==> src/rtl/instruction_fetch_unit_pkg.sv <==
// Shared types and constants for the instruction fetch stage.
package arc_fetch_pkg;

    typedef enum logic [1:0] {
        IDLE  = 2'd0,
        ISSUE = 2'd1,
        WAIT  = 2'd2,
        HOLD  = 2'd3
    } fetchState_t;

    localparam int          INSTR_BYTES          = 4;
    localparam logic [31:0] DEFAULT_RESET_VECTOR = 32'h0000_0000;
    localparam int          CNT_WIDTH            = 3;

endpackage

==> src/rtl/instruction_fetch_unit_if.sv <==
// Decode handshake, redirect and memory bus signals of the fetch stage.
interface instruction_fetch_unit_if #(
    parameter int DATAWIDTH_BUS = 32
);
    logic                     Fetch_Enable_In;
    logic                     Fetch_Redirect_In;
    logic [DATAWIDTH_BUS-1:0] Fetch_RedirectAddr_In;
    logic                     Fetch_Ready_In;
    logic                     Fetch_Valid_Out;
    logic [DATAWIDTH_BUS-1:0] Fetch_Instr_Out;
    logic [DATAWIDTH_BUS-1:0] Fetch_PC_Out;
    logic [DATAWIDTH_BUS-1:0] Fetch_MemAddress_Out;
    logic                     Fetch_MemRD_Out;
    logic [DATAWIDTH_BUS-1:0] Fetch_MemData_In;
    logic [1:0]               Fetch_State_Out;

    modport master (
        input  Fetch_Enable_In, Fetch_Redirect_In, Fetch_RedirectAddr_In,
               Fetch_Ready_In, Fetch_MemData_In,
        output Fetch_Valid_Out, Fetch_Instr_Out, Fetch_PC_Out,
               Fetch_MemAddress_Out, Fetch_MemRD_Out, Fetch_State_Out
    );

    modport slave (
        output Fetch_Enable_In, Fetch_Redirect_In, Fetch_RedirectAddr_In,
               Fetch_Ready_In, Fetch_MemData_In,
        input  Fetch_Valid_Out, Fetch_Instr_Out, Fetch_PC_Out,
               Fetch_MemAddress_Out, Fetch_MemRD_Out, Fetch_State_Out
    );

endinterface

==> src/rtl/instruction_fetch_unit_wait_counter.sv <==
// Loadable down-counter timing the memory latency; stops at zero.
module fetch_wait_counter
    import arc_fetch_pkg::*;
(
    input  logic                 clk,
    input  logic                 rst,
    input  logic                 load,
    input  logic                 dec,
    input  logic [CNT_WIDTH-1:0] loadValue,
    output logic [CNT_WIDTH-1:0] count,
    output logic                 zero
);

    always_ff @(posedge clk or posedge rst) begin
        if (rst) begin
            count <= '0;
        end else if (load) begin
            count <= loadValue;
        end else if (dec && !zero) begin
            count <= count - 1'b1;
        end
    end

    assign zero = (count == '0);

endmodule

==> src/rtl/instruction_fetch_unit.sv <==
// Fetch stage: issues PC to memory, waits the latency, holds the word for decode.
//   state | meaning
//   IDLE  | no fetch outstanding, memory read off
//   ISSUE | address presented, latency counter freshly loaded
//   WAIT  | address held, counting down remaining latency
//   HOLD  | captured word presented to decode until accepted
module instruction_fetch_unit
    import arc_fetch_pkg::*;
#(
    parameter int                       DATAWIDTH_BUS = 32,
    parameter logic [DATAWIDTH_BUS-1:0] RESET_VECTOR  = DEFAULT_RESET_VECTOR,
    parameter int                       MEM_LATENCY   = 1
) (
    input  logic                            CLOCK_50,
    input  logic                            RESET_InHigh,
    instruction_fetch_unit_if.master        bus
);

    if (MEM_LATENCY < 1 || MEM_LATENCY > 7) begin : gBadLatency
        $error("instruction_fetch_unit: MEM_LATENCY must be within 1..7");
    end

    localparam logic [CNT_WIDTH-1:0]     LOAD_VALUE = CNT_WIDTH'(MEM_LATENCY - 1);
    localparam logic [DATAWIDTH_BUS-1:0] PC_STEP    = DATAWIDTH_BUS'(INSTR_BYTES);
    localparam logic [DATAWIDTH_BUS-1:0] ALIGN_MASK = ~DATAWIDTH_BUS'(INSTR_BYTES - 1);

    fetchState_t              state;
    fetchState_t              stateNext;
    logic [DATAWIDTH_BUS-1:0] pc;
    logic [DATAWIDTH_BUS-1:0] redirectPc;
    logic [DATAWIDTH_BUS-1:0] issueAddr;
    logic [DATAWIDTH_BUS-1:0] instrReg;
    logic [DATAWIDTH_BUS-1:0] pcOutReg;
    logic [DATAWIDTH_BUS-1:0] memAddrReg;
    logic                     validReg;
    logic                     memRdReg;
    logic                     cntLoad;
    logic                     cntDec;
    logic                     cntZero;
    logic [CNT_WIDTH-1:0]     cntValue;

    assign redirectPc = bus.Fetch_RedirectAddr_In & ALIGN_MASK;

    always_comb begin
        stateNext = state;
        issueAddr = pc;
        if (bus.Fetch_Redirect_In) begin
            stateNext = bus.Fetch_Enable_In ? ISSUE : IDLE;
            issueAddr = redirectPc;
        end else begin
            case (state)
                IDLE:        if (bus.Fetch_Enable_In) stateNext = ISSUE;
                ISSUE, WAIT: stateNext = cntZero ? HOLD : WAIT;
                HOLD:        if (bus.Fetch_Ready_In)
                                 stateNext = bus.Fetch_Enable_In ? ISSUE : IDLE;
                default:     stateNext = IDLE;
            endcase
        end
    end

    // Every entry into ISSUE (including a redirect re-issue) restarts the latency count.
    assign cntLoad = (stateNext == ISSUE);
    assign cntDec  = (state == ISSUE || state == WAIT) && !bus.Fetch_Redirect_In;

    fetch_wait_counter uWaitCounter (
        .clk       (CLOCK_50),
        .rst       (RESET_InHigh),
        .load      (cntLoad),
        .dec       (cntDec),
        .loadValue (LOAD_VALUE),
        .count     (cntValue),
        .zero      (cntZero)
    );

    always_ff @(posedge CLOCK_50 or posedge RESET_InHigh) begin
        if (RESET_InHigh) begin
            state      <= IDLE;
            pc         <= RESET_VECTOR;
            validReg   <= 1'b0;
            instrReg   <= '0;
            pcOutReg   <= '0;
            memRdReg   <= 1'b0;
            memAddrReg <= RESET_VECTOR;
        end else begin
            state    <= stateNext;
            memRdReg <= (stateNext == ISSUE) || (stateNext == WAIT);
            if (stateNext == ISSUE) begin
                memAddrReg <= issueAddr;
            end

            // A redirect abandons whatever is in flight, so its data is never captured.
            if (bus.Fetch_Redirect_In) begin
                pc       <= redirectPc;
                validReg <= 1'b0;
            end else begin
                case (state)
                    ISSUE, WAIT: begin
                        if (cntZero) begin
                            instrReg <= bus.Fetch_MemData_In;
                            pcOutReg <= pc;
                            pc       <= pc + PC_STEP;
                            validReg <= 1'b1;
                        end
                    end
                    HOLD: begin
                        if (bus.Fetch_Ready_In) begin
                            validReg <= 1'b0;
                        end
                    end
                    default: ;
                endcase
            end
        end
    end

    assign bus.Fetch_Valid_Out      = validReg;
    assign bus.Fetch_Instr_Out      = instrReg;
    assign bus.Fetch_PC_Out         = pcOutReg;
    assign bus.Fetch_MemAddress_Out = memAddrReg;
    assign bus.Fetch_MemRD_Out      = memRdReg;
    assign bus.Fetch_State_Out      = state;

endmodule
==> src/flat_wrapper.sv <==
// flat-port wrapper written by rule: the top's interface ports become plain ports
module instruction_fetch_unit_flat import arc_fetch_pkg::*;
#(
    parameter int                       DATAWIDTH_BUS = 32,
    parameter logic [DATAWIDTH_BUS-1:0] RESET_VECTOR  = DEFAULT_RESET_VECTOR,
    parameter int                       MEM_LATENCY   = 1
)
  (CLOCK_50, RESET_InHigh, bus_Fetch_Enable_In, bus_Fetch_Redirect_In, bus_Fetch_RedirectAddr_In, bus_Fetch_Ready_In, bus_Fetch_MemData_In, bus_Fetch_Valid_Out, bus_Fetch_Instr_Out, bus_Fetch_PC_Out, bus_Fetch_MemAddress_Out, bus_Fetch_MemRD_Out, bus_Fetch_State_Out);
  instruction_fetch_unit_if #(.DATAWIDTH_BUS(DATAWIDTH_BUS)) bus_i ();
  input  logic CLOCK_50;
  input  logic RESET_InHigh;
  input wire logic [$bits(bus_i.Fetch_Enable_In)-1:0] bus_Fetch_Enable_In;
  input wire logic [$bits(bus_i.Fetch_Redirect_In)-1:0] bus_Fetch_Redirect_In;
  input wire logic [$bits(bus_i.Fetch_RedirectAddr_In)-1:0] bus_Fetch_RedirectAddr_In;
  input wire logic [$bits(bus_i.Fetch_Ready_In)-1:0] bus_Fetch_Ready_In;
  input wire logic [$bits(bus_i.Fetch_MemData_In)-1:0] bus_Fetch_MemData_In;
  output wire logic [$bits(bus_i.Fetch_Valid_Out)-1:0] bus_Fetch_Valid_Out;
  output wire logic [$bits(bus_i.Fetch_Instr_Out)-1:0] bus_Fetch_Instr_Out;
  output wire logic [$bits(bus_i.Fetch_PC_Out)-1:0] bus_Fetch_PC_Out;
  output wire logic [$bits(bus_i.Fetch_MemAddress_Out)-1:0] bus_Fetch_MemAddress_Out;
  output wire logic [$bits(bus_i.Fetch_MemRD_Out)-1:0] bus_Fetch_MemRD_Out;
  output wire logic [$bits(bus_i.Fetch_State_Out)-1:0] bus_Fetch_State_Out;
  assign bus_i.Fetch_Enable_In = bus_Fetch_Enable_In;
  assign bus_i.Fetch_Redirect_In = bus_Fetch_Redirect_In;
  assign bus_i.Fetch_RedirectAddr_In = bus_Fetch_RedirectAddr_In;
  assign bus_i.Fetch_Ready_In = bus_Fetch_Ready_In;
  assign bus_i.Fetch_MemData_In = bus_Fetch_MemData_In;
  assign bus_Fetch_Valid_Out = bus_i.Fetch_Valid_Out;
  assign bus_Fetch_Instr_Out = bus_i.Fetch_Instr_Out;
  assign bus_Fetch_PC_Out = bus_i.Fetch_PC_Out;
  assign bus_Fetch_MemAddress_Out = bus_i.Fetch_MemAddress_Out;
  assign bus_Fetch_MemRD_Out = bus_i.Fetch_MemRD_Out;
  assign bus_Fetch_State_Out = bus_i.Fetch_State_Out;
  instruction_fetch_unit #(.DATAWIDTH_BUS(DATAWIDTH_BUS), .RESET_VECTOR(RESET_VECTOR), .MEM_LATENCY(MEM_LATENCY)) u_core (.CLOCK_50(CLOCK_50), .RESET_InHigh(RESET_InHigh), .bus(bus_i));
endmodule
==> config.mk <==
export PLATFORM = sky130hd
export DESIGN_NAME = instruction_fetch_unit_flat
export DESIGN_NICKNAME = d
export VERILOG_FILES = /design/src/rtl/instruction_fetch_unit_pkg.sv /design/src/rtl/instruction_fetch_unit_if.sv /design/src/rtl/instruction_fetch_unit_wait_counter.sv /design/src/rtl/instruction_fetch_unit.sv /design/src/flat_wrapper.sv
export SDC_FILE = /design/constraint.sdc
export NUM_CORES = 1
export LEC_CHECK = 0
export ABC_AREA = 1
export ABC_CLOCK_PERIOD_IN_PS = 3800
export BUFFER_PORTS_ARGS = -buffer_cell sky130_fd_sc_hd__buf_2
export CAP_MARGIN = 10
export CORE_ASPECT_RATIO = 0.8
export CORE_UTILIZATION = 40
export CTS_CLUSTER_SIZE = 14
export DETAILED_ROUTE_END_ITERATION = 8
export MAX_ROUTING_LAYER = met4
export PLACE_DENSITY = 0.7
export SLEW_MARGIN = 20
export SYNTH_ARGS = -nofsm -noshare
export SYNTH_HDL_FRONTEND = slang
export SYNTH_SLANG_ARGS = --single-unit
==> constraint.sdc <==
create_clock -name CLOCK_50 -period 3.8 [get_ports CLOCK_50]
set_input_delay 0.57 -clock CLOCK_50 [delete_from_list [all_inputs] [get_ports CLOCK_50]]
set_output_delay 0.57 -clock CLOCK_50 [all_outputs]
set_load 0.02 [all_outputs]
# [Word-level counts from Yosys, hierarchy flattened]
# Cells that the tools add are included.
[word_totals] regBits=135 input_bits=69
[op_classes] add_sub_neg=2 n_eq_ne=7 muxes=16 n_bitwise=1 n_reduce_logical=16
[op_table] cell="$mux 32" n=4
[op_table] cell="$add 32x3->32 const B" n=1
[op_table] cell="$eq 2x2->1 const B" n=3
[op_table] cell="$mux 2" n=3
[op_table] cell="$mux 3" n=2
[op_table] cell="$pmux 2 s3" n=1
[op_table] cell="$reduce_and 3->1" n=2
[op_table] cell="$reduce_bool 2->1" n=3
[op_table] cell="$mux 1" n=5
[op_table] cell="$eq 2x1->1 const B" n=2
[op_table] cell="$logic_not 3->1" n=1
[op_table] cell="$ne 3x2->1 const B" n=1
[op_table] cell="$ne 3x3->1 const B" n=1
[op_table] cell="$reduce_bool 3->1" n=1
[op_table] cell="$sub 3x1->3 const B" n=1
[op_table] cell="$logic_and 1x1->1" n=2
[op_table] cell="$logic_not 1->1" n=2
[op_table] cell="$logic_not 2->1" n=1
[op_table] cell="$logic_or 1x1->1" n=2
[op_table] cell="$pmux 1 s2" n=1
[op_table] cell="$reduce_and 2->1" n=1
[op_table] cell="$reduce_or 2->1" n=1
[op_table] cell="$not 1->1" n=1

# [Logic depth before layout (Yosys ltp)]
# Gate-level depths: netlist of the first run.
[logic_depth] word_depth=6 ltp_mapped=13 ltp_nobuf=11

# [Hierarchy]
# A second synthesis of the first run with hierarchy kept.
[hier_totals] hier_cells=832 hier_area_um2=6354.8
[by_module_without_submodules] mod="instruction_fetch_unit" instances=1 cells_each=804 area_per_inst_um2=6158.4
[by_module_without_submodules] mod="fetch_wait_counter" instances=1 cells_each=28 area_per_inst_um2=196.4

# [Least setup slack after synthesis of the first run]
# Ideal clock, no wire load.
[synth_timing] path_type="register -> register" from="register u_core.state[0] (netlist: u_core.bus.Fetch_State_Out[0])" to="register u_core.memAddrReg[10] (netlist: u_core.bus.Fetch_MemAddress_Out[10])" t_arrival_ns=2.221 slack_ns=1.502 path_stages_with_launch=12 path_buffers=2 path_cell_list="dfrtp_1 > inv_1 > ha_1 > inv_1 > nor2_2 > inv_1 > a32oi_1 > ha_1 > buf_2 > clkbuf_1 > nor2_1 > a21oi_1"
[synth_between] elab_chain_cells=5 elab_cells_between_ends=10
[synth_lines] element="start, declared" line_no="instruction_fetch_unit.sv:27" source="fetchState_t state;"
[synth_lines] element="start signal, assigned" line_no="instruction_fetch_unit.sv:85" source="state <= stateNext;"
[synth_lines] element="$eq 2x2->1 / $eq 2x1->1 (equally long branches)" line_no="instruction_fetch_unit.sv:51" source="case (state)"
[synth_lines] element="$reduce_or 2->1" line_no="instruction_fetch_unit.sv:51"
[synth_lines] element="$pmux 2 s3 *" line_no="instruction_fetch_unit.sv:51"
[synth_lines] element="$mux 2 *" line_no="instruction_fetch_unit.sv:47" source="if (bus.Fetch_Redirect_In) begin"
[synth_lines] element="named net u_core.stateNext[0]" line_no="instruction_fetch_unit.sv:28" source="fetchState_t stateNext;"
[synth_lines] element="$eq 2x1->1 *" line_no="instruction_fetch_unit.sv:87" source="if (stateNext == ISSUE) begin"
[synth_lines] element="end signal, assigned" line_no="instruction_fetch_unit.sv:88" source="memAddrReg <= issueAddr;"
[synth_lines] element="end, declared" line_no="instruction_fetch_unit.sv:34" source="logic [DATAWIDTH_BUS-1:0] memAddrReg;"
# The timed path passes the listed nets; every way through them passes the cells marked *.
# A chain may end at the register's enable or synchronous reset.

# [Worst setup path in the final report of the first run]
[layout_timing] from="register u_core.state[1] (netlist: u_core.bus.Fetch_State_Out[1])" to="register u_core.memAddrReg[3] (netlist: u_core.bus.Fetch_MemAddress_Out[3])"
# Same word-level chain as after synthesis.

==> summary.txt, run 1 <==
Critical path
  • CP startpoint kind: flip-flop
  • Worst r2r dst: u_core.bus.Fetch_MemAddress_Out[3]$_DFFE_PP0N_
  • CP Cell Sequence: inv_1 > ha_1 > inv_1 > nor2_2 > inv_1 > a32oi_1 > ha_1 > buf_4 > inv_2 > a21oi_1 > a21oi_1
  • Cell family with most CP delay: buffers and inverters
  • Crit path buf inv count: 5
  • CP Max Fanout: 37
  • Slowest cell on crit path: dfrtp_1
  • Crit. End Element: flip-flop
  • Reg-to-reg startpoint: u_core.bus.Fetch_State_Out[1]$_DFF_PP0_
  • Worst path most repeated cell: inv_1
  • R2R depth: 11
  • Crit-path max cell delay: around 0.40 ns
  • Reg2Reg Setup Slack: 0.98 ns
  • Worst path arrival time: 3.13 ns
  • Req. time, crit path: 4.11 ns
  • Worst setup path category: flip-flop to flip-flop

Yosys
  • Area leader, netlist: dfrtp_1
  • Synthesized flop and latch total: 130
  • Yosys cell types: 35
  • Mapped Cells: approximately 830
  • Share of the synthesized area in the top cell type: between 50 and 60%
  • Top cells by area, synth: dfrtp_1, nand2_1, o21ai_0, nor2_1, inv_1
  • Yosys Warn Count: 0
  • Post-synth top cells: nand2_1, dfrtp_1, nor2_1, o21ai_0, inv_1
  • Post-Synthesis Cell Area: around 6400 sq um
  • Main synth FF type: dfrtp_1
  • Avg Inst Size Synth: between 7 and 8 sq um
  • Sequential fraction of the synthesis area: around half
  • EDFF count, synth: 0
  • Most frequent cell after synthesis: nand2_1
  • Share of flip-flops with an asynchronous set or reset: between 90% and 100%

Placed design
  • Post-DP Area: between 7000 and 8000 sq um
  • Placed Cells: about 1.2k
  • Routability cong.: around 0.92
  • Worst slack at placement: between 0.9 and 1 ns
  • DP HPWL: ~12000 um
  • # port buffers: 164

Final layout
  • Fraction of layout cells with a size suffix above 1: between 20% and 30%
  • Non-Filler Instances: about 1.2k
  • Final net count: 1060
  • Area grow syn2layout: 23.9%
  • Filler instances: approximately 1.5k
  • Antenna cell count: 0
  • Finished Cell Area: 7920 sq um

CTS
  • Post-cts resize count: 0
  • Number of H-tree levels: 4
  • Setup bufs post-CTS: 0
  • Maximum clock insertion buffer count: 2
  • Root buffer cell: clkbuf_16
  • Total CTS buffers: 17
  • TritonCTS clock tree: done
  • Worst-Skew Late Latency: around 0.43 ns
  • CTS Sinks: between 100 and 150
  • Cts hold-fix bufs: 0
  • Reg clk slew, reported paths: ~0.070 ns

STA
  • RSZ-0062 raised after global routing: false
  • Min Tclk post-route: around 2.8 ns
  • Slew @ Worst Pin: roughly 0.90 ns
  • Final setup vio count: 0
  • Final TNS setup: 0 ns
  • Post-route clock period utilization: between 70% and 80%
  • Slew HR: about two fifths
  • Worst Skew: roughly 0.015 ns
  • Peak Freq: between 300 and 400 MHz
  • Final hold viol count: 0
  • Final Worst Setup Slack: just under 1 ns
  • Final Max Tran Viols: 0

Detailed routing
  • # DRC: 0
  • ANT nets after route: 0
  • DR vias: slightly below 6k
  • Final wirelength: around 17000 um
  • Avg WL per Cell: about 14 um
  • 1st-pass router iterations: 5
  • Initial DRC Count: ~460
  • Vias/cell: 4.83

Flow run
  • Max Cap Viol: 0

GRT
  • Total grt overflow: 0
  • Vias in the first global route: ~5.3k
  • First-pass GRT wire length: around 27000 um
  • Global-route usage over all layers: 22.4%
  • Initial antenna violation count: 0
  • Largest net degree at the start of global routing: just over 90

Die
  • Die Width: between 100 and 150 um
  • Starting Density: between 40% and 50%
  • CORE AREA: 15300 sq um
  • # rows: 40
  • Die Y-Extent: around 120 um
  • I/O pins: 169
  • Die footprint: about 16000 sq um

Worst hold path
  • Hold Path Class: input port to async pin

Power and ir drop
  • Leakage Power: around 4.2 nW
  • Max VDD drop: approximately 0.46 mV
  • PD cells: 954 nW/um^2

Outcome
  • Status: complete, no violations
==> state kept, by name, summed over array words and instances (netlist names) <==
signal                           flops
u_core.bus.Fetch_Instr_Out          32
u_core.bus.Fetch_MemAddress_Out     31
u_core.bus.Fetch_MemRD_Out           1
u_core.bus.Fetch_PC_Out             30
u_core.bus.Fetch_State_Out           2
u_core.bus.Fetch_Valid_Out           1
u_core.pc                           30
u_core.uWaitCounter.count            3
==> layout by cell type, fill, tap and decap left out, types with 2 or more instances in the layout <==
cell type,n
dfrtp_1,130
nor2_8,3
inv_6,2
clkbuf_16,17
nand4_1,5
nor2_1,75
buf_4,6
nand2_1,321
clkinv_4,4
nand3_1,33
a211oi_1,2
inv_1,66
clkbuf_8,2
conb_1,2
clkinvlp_4,2
o21ai_0,74
nor2_4,4
inv_2,5
buf_2,164
nand2_2,9
ha_1,6
nor3_1,5
a21oi_1,22
o211ai_1,2
clkinv_2,3
o21ai_1,2
a31oi_1,7
clkbuf_1,2
nor2_2,9
nand2_4,3
==> where the power goes <==
part	switching, mW	internal, mW	leakage, nW
clock network	0.625	0.938	0.278
registers	0.450	2.07	1.60
logic	2.44	1.03	2.36
total	3.52	4.04	4.24
==> through the flow <==
| stage | hold WS, ns | total power, mW | util (%) |
|---|---|---|---|
| CTS | 0.286 | 7.61 | 51.7 |
| floorplan | 0.471 | 4.92 | - |
| global route | 0.326 | 8.14 | 51.7 |
| finish | 0.284 | 7.55 | 51.7 |
| global placement | 0.457 | 5.95 | 48.0 |
| detailed placement | 0.460 | 6.02 | 48.0 |
==> worst register-to-register path: cells and delay by family, from the launching register on <==
kind | cells | cell delay, ns
buffers and inverters | 5 | 1.01
adders and majority gates | 2 | 0.45
AOI/OAI and AO/OA | 3 | 0.63
DFF | 1 | 0.40
and+or+nand+nor | 1 | 0.22
==> logic make-up (layout without fill, tap and decap cells) <==
group | count (synthesis) | count (layout) | synth area share [%]
other | 1 | 2 | 0.0587
flip-flops | 130 | 130 | 50.9
AND/OR/NAND/NOR | 469 | 469 | 30.9
adder cells (fa/ha/maj) | 6 | 6 | 1.17
XOR/XNOR | 2 | 2 | 0.274
AO/OA/AOI/OAI | 114 | 114 | 9.43
buffers and inverters | 110 | 275 | 7.32
==> worst max path at each step <==
stage | from | end | cells past startpoint
CTS | u_core.bus.Fetch_State_Out[1]$_DFF_PP0_ | u_core.bus.Fetch_MemAddress_Out[3]$_DFFE_PP0N_ | 11
detailed placement | u_core.bus.Fetch_State_Out[1]$_DFF_PP0_ | u_core.bus.Fetch_MemAddress_Out[3]$_DFFE_PP0N_ | 11
floorplan | u_core.bus.Fetch_State_Out[0]$_DFF_PP0_ | u_core.bus.Fetch_MemAddress_Out[10]$_DFFE_PP0N_ | 11
global route | u_core.bus.Fetch_State_Out[1]$_DFF_PP0_ | u_core.bus.Fetch_MemAddress_Out[3]$_DFFE_PP0N_ | 11
finish | u_core.bus.Fetch_State_Out[1]$_DFF_PP0_ | u_core.bus.Fetch_MemAddress_Out[3]$_DFFE_PP0N_ | 11
global placement | u_core.bus.Fetch_State_Out[1]$_DFF_PP0_ | u_core.bus.Fetch_MemAddress_Out[3]$_DFFE_PP0N_ | 11
==> final cells by class <==
| cell class | count | area, sq um | area share, % |
|---|---|---|---|
| flip-flops and latches | 130 | 3250 | 41.1 |
| clock inverters | 11 | 105 | 1.33 |
| inverters | 72 | 274 | 3.46 |
| clock buffers | 21 | 460 | 5.81 |
| repair buffers | 171 | 886 | 11.2 |
| well taps | 210 | 263 | 3.32 |
| multi-input cells | 593 | 2680 | 33.8 |
==> layer usage <==
metal  vias to the layer above  routed length (um)  share of wire [%]  global-route usage [%]
met5                         -                   0                  0                       -
met4                         0                 240                1.4                    8.65
met3                        26                1240                7.2                    4.62
met2                       237                7290                 42                    33.1
met1                      2661                8530                 49                    30.3
li1                       2912                   -                  -                       -
No activity file was read; power rests on OpenSTA's default activity.
==> run 2: changes to the inputs <==
Settings changed: ABC_AREA 1 to 0, ABC_CLOCK_PERIOD_IN_PS 3800 to 2700, PLACE_DENSITY 0.7 to 0.68.
Clock period 3.8 ns to 2.7 ns, I/O delays scaled along.
==> summary.txt, run 2 <==
Outcome
  • Status: finished with violations
  • Failing checks: DRC

Power and ir drop
  • NetSw: roughly 3.5 mW
  • Sw Ratio: 38.8%
  • PD cells: 1200 nW/um^2
  • Sequential fraction of design power: 35.9%
  • Clock power share: between 20% and 30%
  • Combinational power share: ~40%
  • Total Power: 9.01 mW
  • Leakage Power: roughly 3.3 nW
  • Internal Power: between 5 and 6 mW
  • Max VDD drop: roughly 0.46 mV

Detailed routing
  • 1st-pass router iterations: 9
  • Avg WL per Cell: ~17 um
  • Vias/cell: around 5.3
  • DR vias: around 4.8k
  • Final wirelength: approximately 15000 um
  • Initial DRC Count: about 330
  • ANT nets after route: 0
  • # DRC: 22

GRT
  • Largest net degree at the start of global routing: between 60 and 70
  • Vias in the first global route: approximately 4.7k
  • Global-route usage over all layers: between 20% and 30%
  • First-pass GRT wire length: approximately 24000 um
  • Total grt overflow: 0
  • Met1 usage in global routing: between 20% and 30%
  • Most used routing layer: met2
  • Grt met2 use: between 30% and 40%
  • Initial antenna violation count: 1
  • Met3 Use GR: 5.14%

Critical path
  • Worst path arrival time: around 2.9 ns
  • CP Max Fanout: 8
  • Critical Path Start: u_core.bus.Fetch_State_Out[0]$_DFF_PP0_
  • Crit. End Element: flip-flop
  • CP startpoint kind: flip-flop
  • Worst setup path category: flip-flop to flip-flop
  • Req. time, crit path: approximately 3 ns
  • Reg-to-reg startpoint: u_core.bus.Fetch_State_Out[0]$_DFF_PP0_

Yosys
  • Top cells by area, synth: dfrtp_1, mux2_2, nor2_1, a21oi_1, nand2_1
  • Area leader, netlist: dfrtp_1
  • Share of flip-flops with an asynchronous set or reset: between 90% and 100%
  • EDFF count, synth: 0
  • Avg Inst Size Synth: approximately 11 sq um
  • Yosys cell types: between 40 and 50
  • Yosys Warn Count: 0
  • Post-Synthesis Cell Area: 5930 sq um
  • Share of the synthesized area in the top cell type: 54.8%
  • Synthesized flop and latch total: between 100 and 150
  • Most frequent cell after synthesis: dfrtp_1
  • Post-synth top cells: dfrtp_1, mux2_2, nor2_1, nand2_1
  • Sequential fraction of the synthesis area: 54.8%
  • Mapped Cells: around 550
  • Main synth FF type: dfrtp_1

Die
  • # rows: 39
  • Die Width: between 100 and 150 um
  • Die footprint: roughly 15000 sq um
  • Die Y-Extent: ~110 um
  • I/O pins: between 150 and 200
  • CORE AREA: approximately 14000 sq um
  • Starting Density: between 40% and 50%

Final layout
  • Most common cell after layout, fill and taps aside: buf_2
  • Final net count: between 700 and 800
  • Finished Cell Area: between 7000 and 8000 sq um
  • Area grow syn2layout: 27.0%
  • Commonest cells after routing, fill and taps aside: buf_2, dfrtp_1, mux2_2
  • Non-Filler Instances: 902
  • Max reg flops: 32
  • Fraction of layout cells with a size suffix above 1: between 30% and 40%

STA
  • Worst Skew: 0.00816 ns
  • Post-route clock period utilization: between 90 and 100%
  • Final setup vio count: 0
  • Peak Freq: about 400 MHz
  • Slew @ Worst Pin: between 0.6 and 0.7 ns
  • Min Tclk post-route: 2.51 ns
  • Final TNS setup: 0 ns
  • Final hold viol count: 0
  • Slew HR: 56.8%
  • Final Max Tran Viols: 0
  • RSZ-0062 raised after global routing: false

Placed design
  • Routability cong.: 0.841
  • DP HPWL: roughly 11000 um
  • Post-DP Area: between 6000 and 7000 sq um
  • # port buffers: between 150 and 200
  • Placed Cells: between 800 and 900

CTS
  • Setup bufs post-CTS: 0
  • CTS Sinks: 130
  • Maximum clock insertion buffer count: 2
  • Reg clk slew, reported paths: about 0.060 ns
  • Cts hold-fix bufs: 0
  • Number of H-tree levels: 4
  • Root buffer cell: clkbuf_16
  • Total CTS buffers: 17
  • TritonCTS clock tree: done
  • Worst-Skew Late Latency: between 0.4 and 0.5 ns
  • Post-cts resize count: 0

Flow run
  • Max Cap Viol: 0

Worst hold path
  • Hold Path Class: input port to async pin
## run 2: cell count changes in the layout (fill, tap and decap cells not counted), moves of 9 or more
cell	before	now
a21oi_1	22	32
nand2_2	9	0
nor2b_1	0	12
nor2_1	75	46
nand3_1	33	20
xnor2_1	1	10
a31oi_1	7	21
mux2_2	0	62
nand2_1	321	41
nor2_2	9	0
o21ai_0	74	22
inv_1	66	12
or4_1	0	17
## run 2: worst paths after layout
check                                                            endpoint  slack [ns]  cells after the start
min in group CLOCK_50          u_core.bus.Fetch_Instr_Out[30]$_DFFE_PP0P_        0.21                      2
setup / recovery                                u_core.pc[25]$_DFFE_PP0P_        0.19                      6
hold reg to reg                 u_core.bus.Fetch_Instr_Out[5]$_DFFE_PP0P_        0.50                      1
setup reg to reg                                u_core.pc[25]$_DFFE_PP0P_        0.19                      6
max in group asynchronous  u_core.bus.Fetch_MemAddress_Out[3]$_DFFE_PP0N_        1.92                      3
hold / removal                 u_core.bus.Fetch_Instr_Out[28]$_DFFE_PP0P_        0.05                      2
## run 2: worst max-delay path, cell delays in order (launching register included)
cell	delay, ns
dfrtp_1	0.38
inv_1	0.07
ha_1	0.37
nand3b_1	0.15
or4_1	0.74
or4_1	0.52
a31oi_1	0.18
## run 2: per-layer routing
metal  vias up  wire (um)
met3        19        738
met4         0        248
li1       2273          -
met1      2322       6920
met2       140       7040
met5         -          0
## run 2: cells by family (layout without fill, tap and decap cells)
| kind of cell | Yosys count | after routing | synth area share, % |
|---|---|---|---|
| AND/OR/NAND/NOR | 178 | 178 | 15.5 |
| XOR/XNOR | 12 | 12 | 1.77 |
| buffers and inverters | 56 | 224 | 3.84 |
| AO/OA/AOI/OAI | 95 | 95 | 9.58 |
| multiplexers | 70 | 70 | 13.1 |
| flip-flops | 130 | 130 | 54.8 |
| other | 1 | 3 | 0.0632 |
| adder cells (fa/ha/maj) | 6 | 6 | 1.27 |
## run 2: cell type report
class | instances | area (sq um)
fillers | 1296 | 6860
flip-flops and latches | 130 | 3250
well taps | 184 | 230
inverters | 13 | 52.6
clock buffers | 22 | 474
diodes | 1 | 2.50
multi-input cells | 363 | 2460
repair buffers | 179 | 971
clock inverters | 10 | 83.8
## run 2: power groups by stage
| stage | Clock, mW | Combinational, mW | Sequential (mW) |
|---|---|---|---|
| 2_1_floorplan | 0 | 1.58 | 4.06 |
| 5_1_grt | 2.32 | 3.88 | 3.35 |
| 4_1_cts | 2.20 | 3.65 | 3.24 |
| 6_report | 2.16 | 3.61 | 3.24 |
| 3_3_place_gp | 0 | 3.57 | 3.22 |
| 3_5_place_dp | 0 | 3.64 | 3.26 |
## run 2: metrics by stage
step	hold slack, ns	util (%)	worst slack, ns
final	0.0470	52.3	0.192
after global placement	0.483	48.4	0.286
after global routing	0.0777	52.3	0.0579
after detailed placement	0.490	48.4	0.228
after CTS	0.0605	52.3	0.220
after floorplan	0.495	-	0.214
